--- config.mk ---
export PLATFORM = sky130hd
export DESIGN_NAME = au_seq
export DESIGN_NICKNAME = d
export VERILOG_FILES = /design/src/rtl/au_seq.sv
export SDC_FILE = /design/constraint.sdc
export NUM_CORES = 1
export LEC_CHECK = 0
export ABC_AREA = 0
export CORE_MARGIN = 2
export CORE_UTILIZATION = 44
export CTS_BUF_LIST = sky130_fd_sc_hd__clkbuf_4 sky130_fd_sc_hd__clkbuf_8
export CTS_CLUSTER_DIAMETER = 150
export DETAILED_ROUTE_END_ITERATION = 8
export HOLD_SLACK_MARGIN = 0.06
export PLACE_DENSITY = 0.68
export RECOVER_POWER = 25
export SETUP_SLACK_MARGIN = 0.3
export SLEW_MARGIN = 30
export SYNTH_ARGS = -nofsm -noshare
export SYNTH_HDL_FRONTEND = slang
export SYNTH_SLANG_ARGS = --single-unit
--- constraint.sdc ---
create_clock -name clk -period 2.6 [get_ports clk]
set_input_delay 0.39 -clock clk [delete_from_list [all_inputs] [get_ports clk]]
set_output_delay 0.39 -clock clk [all_outputs]
set_load 0.05 [all_outputs]
--- src/rtl/au_seq.sv ---
// ============================================================================
// au_seq : handshaked W-bit arithmetic unit with registered results,
//          shift-add unsigned multiply, accumulator and sticky overflow.
// Revision: 1.0
// ============================================================================
`default_nettype none

module au_seq #(
   parameter int W = 8
) (
   input  logic         clk,
   input  logic         rst,
   input  logic         in_valid,
   output logic         in_ready,
   input  logic [W-1:0] a,
   input  logic [W-1:0] b,
   input  logic [2:0]   op,
   output logic         out_valid,
   input  logic         out_ready,
   output logic [W-1:0] y,
   output logic         ov,
   output logic         gt,
   output logic         lt,
   output logic         eq,
   output logic         ov_sticky
);

   localparam int CW = $clog2(W + 1);

   localparam logic [1:0] S_IDLE = 2'd0;
   localparam logic [1:0] S_MUL  = 2'd1;
   localparam logic [1:0] S_HOLD = 2'd2;

   localparam logic [2:0] OP_ADDU   = 3'b000;
   localparam logic [2:0] OP_SUBU   = 3'b001;
   localparam logic [2:0] OP_ADDS   = 3'b010;
   localparam logic [2:0] OP_SUBS   = 3'b011;
   localparam logic [2:0] OP_MULU   = 3'b100;
   localparam logic [2:0] OP_ACC    = 3'b101;
   localparam logic [2:0] OP_CLRACC = 3'b110;

   logic [1:0]     state_q, state_d;
   logic [W-1:0]   y_q, y_d;
   logic           ov_q, ov_d;
   logic           gt_q, gt_d;
   logic           lt_q, lt_d;
   logic           eq_q, eq_d;
   logic           sticky_q, sticky_d;
   logic [W-1:0]   acc_q, acc_d;
   logic [2*W-1:0] mcand_q, mcand_d;
   logic [2*W-1:0] prod_q, prod_d;
   logic [W-1:0]   mplier_q, mplier_d;
   logic [CW-1:0]  cnt_q, cnt_d;

   logic           accept;
   logic           mul_last;
   logic [W:0]     w_add, w_sub, w_acc;
   logic [2*W-1:0] w_prod_nx;
   logic [W-1:0]   res_y;
   logic           res_ov, res_gt, res_lt, res_eq;

   // ---------------------------------------------------------------- registers
   always_ff @(posedge clk or posedge rst) begin
      if (rst) begin
         state_q  <= S_IDLE;
         y_q      <= '0;
         ov_q     <= 1'b0;
         gt_q     <= 1'b0;
         lt_q     <= 1'b0;
         eq_q     <= 1'b0;
         sticky_q <= 1'b0;
         acc_q    <= '0;
         mcand_q  <= '0;
         prod_q   <= '0;
         mplier_q <= '0;
         cnt_q    <= '0;
      end else begin
         state_q  <= state_d;
         y_q      <= y_d;
         ov_q     <= ov_d;
         gt_q     <= gt_d;
         lt_q     <= lt_d;
         eq_q     <= eq_d;
         sticky_q <= sticky_d;
         acc_q    <= acc_d;
         mcand_q  <= mcand_d;
         prod_q   <= prod_d;
         mplier_q <= mplier_d;
         cnt_q    <= cnt_d;
      end
   end

   // ---------------------------------------------------------------- next state
   always_comb begin
      state_d = state_q;
      case (state_q)
         S_IDLE: begin
            if (accept) state_d = (op == OP_MULU) ? S_MUL : S_HOLD;
         end
         S_MUL: begin
            if (mul_last) state_d = S_HOLD;
         end
         S_HOLD: begin
            if (accept)         state_d = (op == OP_MULU) ? S_MUL : S_HOLD;
            else if (out_ready) state_d = S_IDLE;
         end
         default: state_d = S_IDLE;
      endcase
   end

   // ---------------------------------------------------------------- outputs
   always_comb begin
      in_ready  = (state_q == S_IDLE) | ((state_q == S_HOLD) & out_ready);
      out_valid = (state_q == S_HOLD);
      y         = y_q;
      ov        = ov_q;
      gt        = gt_q;
      lt        = lt_q;
      eq        = eq_q;
      ov_sticky = sticky_q;
   end

   assign accept   = in_valid & in_ready;
   assign mul_last = (state_q == S_MUL) && (cnt_q == CW'(W - 1));

   // ---------------------------------------------------------------- single-cycle ops
   always_comb begin
      w_add  = {1'b0, a} + {1'b0, b};
      w_sub  = {1'b0, a} - {1'b0, b};
      w_acc  = {1'b0, acc_q} + {1'b0, a};
      res_y  = '0;
      res_ov = 1'b0;
      res_gt = (a > b);
      res_lt = (a < b);
      res_eq = (a == b);
      case (op)
         OP_ADDU: begin
            res_y  = w_add[W-1:0];
            res_ov = w_add[W];
         end
         OP_SUBU: begin
            res_y  = w_sub[W-1:0];
            res_ov = w_sub[W];
         end
         OP_ADDS: begin
            res_y  = w_add[W-1:0];
            res_ov = (a[W-1] == b[W-1]) && (w_add[W-1] != a[W-1]);
            res_gt = ($signed(a) > $signed(b));
            res_lt = ($signed(a) < $signed(b));
         end
         OP_SUBS: begin
            res_y  = w_sub[W-1:0];
            res_ov = (a[W-1] != b[W-1]) && (w_sub[W-1] != a[W-1]);
            res_gt = ($signed(a) > $signed(b));
            res_lt = ($signed(a) < $signed(b));
         end
         OP_ACC: begin
            res_y  = w_acc[W-1:0];
            res_ov = w_acc[W];
         end
         OP_CLRACC: begin
            res_y  = '0;
            res_ov = 1'b0;
         end
         OP_MULU: begin
            res_y  = '0;
            res_ov = 1'b0;
         end
         default: begin
            res_gt = 1'b0;
            res_lt = 1'b0;
            res_eq = 1'b0;
         end
      endcase
   end

   // ---------------------------------------------------------------- datapath next values
   always_comb begin
      w_prod_nx = mplier_q[0] ? (prod_q + mcand_q) : prod_q;
      y_d      = y_q;
      ov_d     = ov_q;
      gt_d     = gt_q;
      lt_d     = lt_q;
      eq_d     = eq_q;
      sticky_d = sticky_q;
      acc_d    = acc_q;
      mcand_d  = mcand_q;
      prod_d   = prod_q;
      mplier_d = mplier_q;
      cnt_d    = cnt_q;
      if (accept) begin
         gt_d = res_gt;
         lt_d = res_lt;
         eq_d = res_eq;
         if (op == OP_MULU) begin
            mcand_d  = {{W{1'b0}}, a};
            mplier_d = b;
            prod_d   = '0;
            cnt_d    = '0;
         end else begin
            y_d  = res_y;
            ov_d = res_ov;
            if (op == OP_ACC)    acc_d = w_acc[W-1:0];
            if (op == OP_CLRACC) acc_d = '0;
            sticky_d = (op == OP_CLRACC) ? 1'b0 : (sticky_q | res_ov);
         end
      end else if (state_q == S_MUL) begin
         // One shift-add step per cycle; the last step lands the result in HOLD.
         prod_d   = w_prod_nx;
         mcand_d  = mcand_q << 1;
         mplier_d = mplier_q >> 1;
         cnt_d    = cnt_q + CW'(1);
         if (mul_last) begin
            y_d      = w_prod_nx[W-1:0];
            ov_d     = |w_prod_nx[2*W-1:W];
            sticky_d = sticky_q | (|w_prod_nx[2*W-1:W]);
         end
      end
   end

endmodule

`default_nettype wire

# Word-level counts from Yosys, hierarchy flattened
# Cells that the tools add are included.
[word_totals]
input_bits = 23
word_cells = 103
regBits = 67
[classes]
bitwise = 6
n_lt_le_gt_ge = 4
eq_ne = 19
add_sub_neg = 5
muxes = 39
n_reduce_logical = 18
[op_table]
columns = ["cell", "n"]
rows = [
  ["two-way mux 16 bit", 7],
  ["two-way mux 8 bit", 9],
  ["one-hot mux 8 bit (3 select lines)", 1],
  ["adder 8 x 8 -> 9 bit", 2],
  ["adder 16 bit", 1],
  ["> comparator 8 bit", 2],
  ["less-than comparator 8 bit", 2],
  ["two-way mux 4 bit", 3],
  ["two-way mux 1 bit", 10],
  ["two-way mux 2 bit", 5],
  ["equality test 3 bit, second input constant", 3],
  ["AND reduction 3 bit", 3],
  ["subtractor 8 x 8 -> 9 bit", 1],
  ["equality test 8 bit", 1],
  ["OR reduction 8 bit", 1],
  ["OR reduction 7 bit", 1],
  ["equality test 3 x 2 -> 1 bit, second input constant", 2],
  ["!= test 2 bit, second input constant", 3],
  ["one-hot mux 2 bit (3 select lines)", 1],
  ["nonzero test 2 bit", 3],
  ["OR reduction 2 bit", 3],
  ["one-hot mux 1 bit (5 select lines)", 1],
  ["OR reduction 5 bit", 1],
  ["adder 4 x 1 -> 4 bit, second input constant", 1],
  ["other kinds (16)", 24],
]

# Logic depth before layout (Yosys ltp)
[depth]
depth_word = 8
depth_mapped = 11
depth_no_buf = 11

# Worst setup path after synthesis
# OpenSTA, ideal clock, no wires.
[synth_path]
path_kind = "input to register"
from = "input out_ready"
to = "register prod_q[13]"
path_buffers = 2
arrival_time_ns = 2.558
stages = 10
slack_ns = -0.079
required_ns = 2.478
setup_ns = 0.122
cell_sequence = "inv_1 > a21oi_1 > and2_1 > buf_2 > nand2_1 > nor3_2 > nor2_1 > clkbuf_1 > a21o_1 > a32o_1"
[synth_via]
elab_chain_len = 5
[synth_lines]
columns = ["item", "line", "rtl"]
rows = [
  ["start, declared", "19", "input logic out_ready,"],
  ["AND 1 bit (*)", "113", "in_ready = (state_q == S_IDLE) | ((state_q == S_HOLD) & out_ready);"],
  ["bitwise OR 1 bit (*)", "113", ""],
  ["net in_ready", "14", "output logic in_ready,"],
  ["AND 1 bit (*)", "123", "assign accept = in_valid & in_ready;"],
  ["!= test 2 x 1 -> 1 bit (no line) / nonzero test 2 bit (equally long branches)", "-", ""],
  ["AND reduction 2 bit (no line)", "-", ""],
  ["end signal, assigned", "87", "prod_q <= prod_d;"],
  ["end, declared", "51", "logic [2*W-1:0] prod_q, prod_d;"],
]
# Mark *: on every way through the listed nets, which the timed path passes. The rest lies on a longest branch.
# A chain may end at the register's enable or synchronous reset.

# Worst setup path after layout
[layout_path]
from = "register mcand_q[0]"
to = "register ov_q (netlist: ov)"
[layout_via]
elab_chain_len = 6
[layout_lines]
columns = ["item", "line", "rtl"]
rows = [
  ["start, declared", "50", "logic [2*W-1:0] mcand_q, mcand_d;"],
  ["start signal, assigned", "86", "mcand_q <= mcand_d;"],
  ["adder 16 bit", "179", "w_prod_nx = mplier_q[0] ? (prod_q + mcand_q) : prod_q;"],
  ["two-way mux 16 bit", "179", ""],
  ["OR reduction 8 bit", "215", "ov_d = |w_prod_nx[2*W-1:W];"],
  ["two-way mux 1 bit", "213", "if (mul_last) begin"],
  ["two-way mux 1 bit", "207", "end else if (state_q == S_MUL) begin"],
  ["two-way mux 1 bit", "191", "if (accept) begin"],
  ["end signal, assigned", "80", "ov_q <= ov_d;"],
  ["end, declared", "44", "logic ov_q, ov_d;"],
]
# No other way between the ends. The select of a mux whose other input is x is not followed.

==> impl_metrics.yaml <==
critical_path:
  reg2regPathDepth: 11
  cp_max_fo: 3
  reg2reg_from: "mcand_q[0]"
  crit_arrival_ns: 3.08
  end_kind: "flip-flop"
  r2r_slack_ns: -0.26
  worstSetupPathType: "reg -> reg"
  cp.required_ns: 2.82
  cp-start-kind: "flip-flop"
  r2r_end: "ov"
clock_network:
  cts.clk_slew.worst_paths_ns: 0.07
  htreeDepth: 3
  cts-buffers-inserted: 9
  cts_tree: "built"
  clk_latency_ns: 0.35
  ctsHoldBuffers: 0
  cts_buffer_depth: 2
  cts.sinks: 67
  clock-root-buffer: "clkbuf_8"
timing:
  relSlewSlack: -0.160
  fmax_mhz: 349
  slew_violations: 68
  clock_skew_ns: 0.0122
  tightest_slew_ns: 1.74
  finalCritPeriodShare: 1.10
  min_period_ns: 2.86
  layout_setup_ws_ns: -0.262
  setup_viol: 3
  hold_violations: 0
  rsz0062_at_grt: "true"
route:
  post-route-drc-count: 0
  vias: 5178
  drtIter0Drc: 399
  routedWlPerCell_um: 18.2
  antenna_left: 0
  via_per_inst: 5.74
  first_pass_iters: 5
  wl_um: 16400
yosys:
  yosysTopAreaCell: "dfrtp_1"
  yosys_warnings: 0
  synth-async-reset-ratio: 1.00
  ys_ff_latch: 67
  ys_types: 70
  syn_area_per_cell_sq_um: 8.45
  yosys.area.top_type_share: 0.326
  synth_edf_count: 0
  ys_top_cells_by_area: "dfrtp_1 33%, ha_1 9.7%, nand2_1 7.2%, o21ai_0 6.9%, mux2i_1 3.9%"
  ys.flop_type: "dfrtp_1"
  synth_cells: 608
  ys_seq_area_frac: 0.326
  synth_area_sq_um: 5140
  syn-num-nets: 675
pwr:
  p_leak_uw: 0.00325
  vdd_drop_max_uv: 596
  total_power_uw: 7250
  power_density_nw_per_um2: 1030
final_layout:
  diodes: 0
  final_cell_mix: "126 x buf_4, 97 x nand2_1, 66 x dfrtp_1, 62 x o21ai_0, 29 x nor2_1"
  final_area_sq_um: 7060
  final_cells: 902
  layout_commonest_cell: "buf_4"
  syn_to_final_growth_pct: 37.4
  fin_nets: 823
  layout-drive-gt1-share: 0.289
floorplan:
  coreArea_sq_um: 11400
  die_w_um: 112
  die_area_sq_um: 12600
  die_h_um: 112
  ioPinCount: 38
  start_util: 0.450
  rows: 39
worst_hold_path:
  hp-start: "a[0]"
  hold_path.class: "in -> reg"
  hold_depth: 3
  worstHoldEndpoint: "mcand_q[0]"
job:
  maxCapViolCount: 1
global_routing:
  gr-usage-all-layers: 0.262
  gr-total-overflow: 0
  antenna_found_initial: 0
  grt_max_degree: 68
  grt_pass1_wl_um: 26000
  grt_pass1_vias: 5089
placed_design:
  port_buffers: 37
  dp_hpwl_um: 12300
  place.gp.congestion: 0.951
  dpl-instance-area_sq_um: 6530
  pre_cts_slack_ns: -0.558
  dp.cells: 879
status:
  violations: "capacitance limit, slew limit, setup timing"
  outcome: "finished, violations left"
kinds of logic after synthesis:
kind of cell / Yosys count / synth area share
AOI/OAI and AO/OA: 197 / 0.256
xor gates and xnor gates: 20 / 0.0341
DFF: 67 / 0.326
adders and majority gates: 44 / 0.113
and+or+nand+nor: 196 / 0.178
muxes: 23 / 0.0455
buffers and inverters: 61 / 0.0468
per-layer routing:
layer  track usage  share of wire
met4        0.0764          0.024
met1         0.372           0.45
met2         0.419           0.45
met5             0              0
met3        0.0405          0.071
Yosys cell counts, types with 5 or more instances:
cell and n:
a21o_1 9, a21oi_1 30, a22o_1 6, a31oi_1 5
and3_1 9, clkbuf_1 28, dfrtp_1 67, ha_1 40
inv_1 29, mux2i_1 20, nand2_1 99, nor2_1 31
nor2b_1 12, nor3_1 12, o211ai_1 6, o21a_1 8
o21ai_0 71, o22ai_1 5, xnor2_1 14, xor2_1 6
critical path, stage by stage, from the launching register on:
cell and delay (ns):
dfrtp_1 0.41, ha_4 0.18, fa_2 0.38, a211oi_2 0.25, o21ai_2 0.14, o31ai_4 0.31
o21ai_2 0.10, a311oi_2 0.34, o2111ai_2 0.18, nor4_2 0.22, buf_4 0.18, a221oi_2 0.05
worst max path at each step:
stage	depth (start not counted)	from	slack, ns	to
2_1_floorplan	10	mcand_q[0]	0.02	ov_sticky
3_3_place_gp	13	a[0]	-0.51	ov_sticky
3_5_place_dp	13	a[0]	-0.56	ov_sticky
4_1_cts	11	mcand_q[0]	-0.20	ov_sticky
5_1_grt	11	prod_q[0]	-0.32	ov
6_report	11	mcand_q[0]	-0.26	ov
through the flow:
stage               TNS (ns)   util  hold WS (ns)
floorplan                  0      -         0.449
CTS                   -0.401  0.607         0.445
detailed placement     -3.85  0.572         0.462
global placement       -3.60  0.572         0.455
finish                -0.624  0.618         0.373
global route          -0.804  0.618         0.425
state kept, by name (all words and copies together) (netlist names):
| register | flops |
|---|---|
| y | 8 |
| cnt_q | 4 |
| mcand_q | 16 |
| ov | 1 |
| gt | 1 |
| mplier_q | 8 |
| prod_q | 16 |
| lt | 1 |
| acc_q | 8 |
| ov_sticky | 1 |
| state_q | 2 |
| eq | 1 |
timing repair:
| action | 4_1_cts | 5_1_grt |
|---|---|---|
| setup buffers | 4 | 5 |
| pin swaps | 13 | 12 |
| gates resized for setup | 55 | 34 |
| endpoints found under the setup margin | 16 | 16 |
report_power, final:
group	total, uW	internal [uW]	switching [uW]	leakage (uW)
Clock	936	527	409	0.0000972
Combinational	4460	2150	2310	0.00229
Sequential	1850	1480	375	0.000860
Total	7250	4150	3100	0.00325
layout make-up:
cell class | instances | area [sq um]
Timing Repair Buffer | 169 | 1380
Clock buffer | 9 | 124
Fill cell | 982 | 4360
Inverter | 29 | 109
Tap cell | 143 | 179
Clock inverter | 5 | 80.1
Sequential cell | 67 | 1680
Multi-Input combinational cell | 480 | 3510
Power figures use the tool's default switching activity.
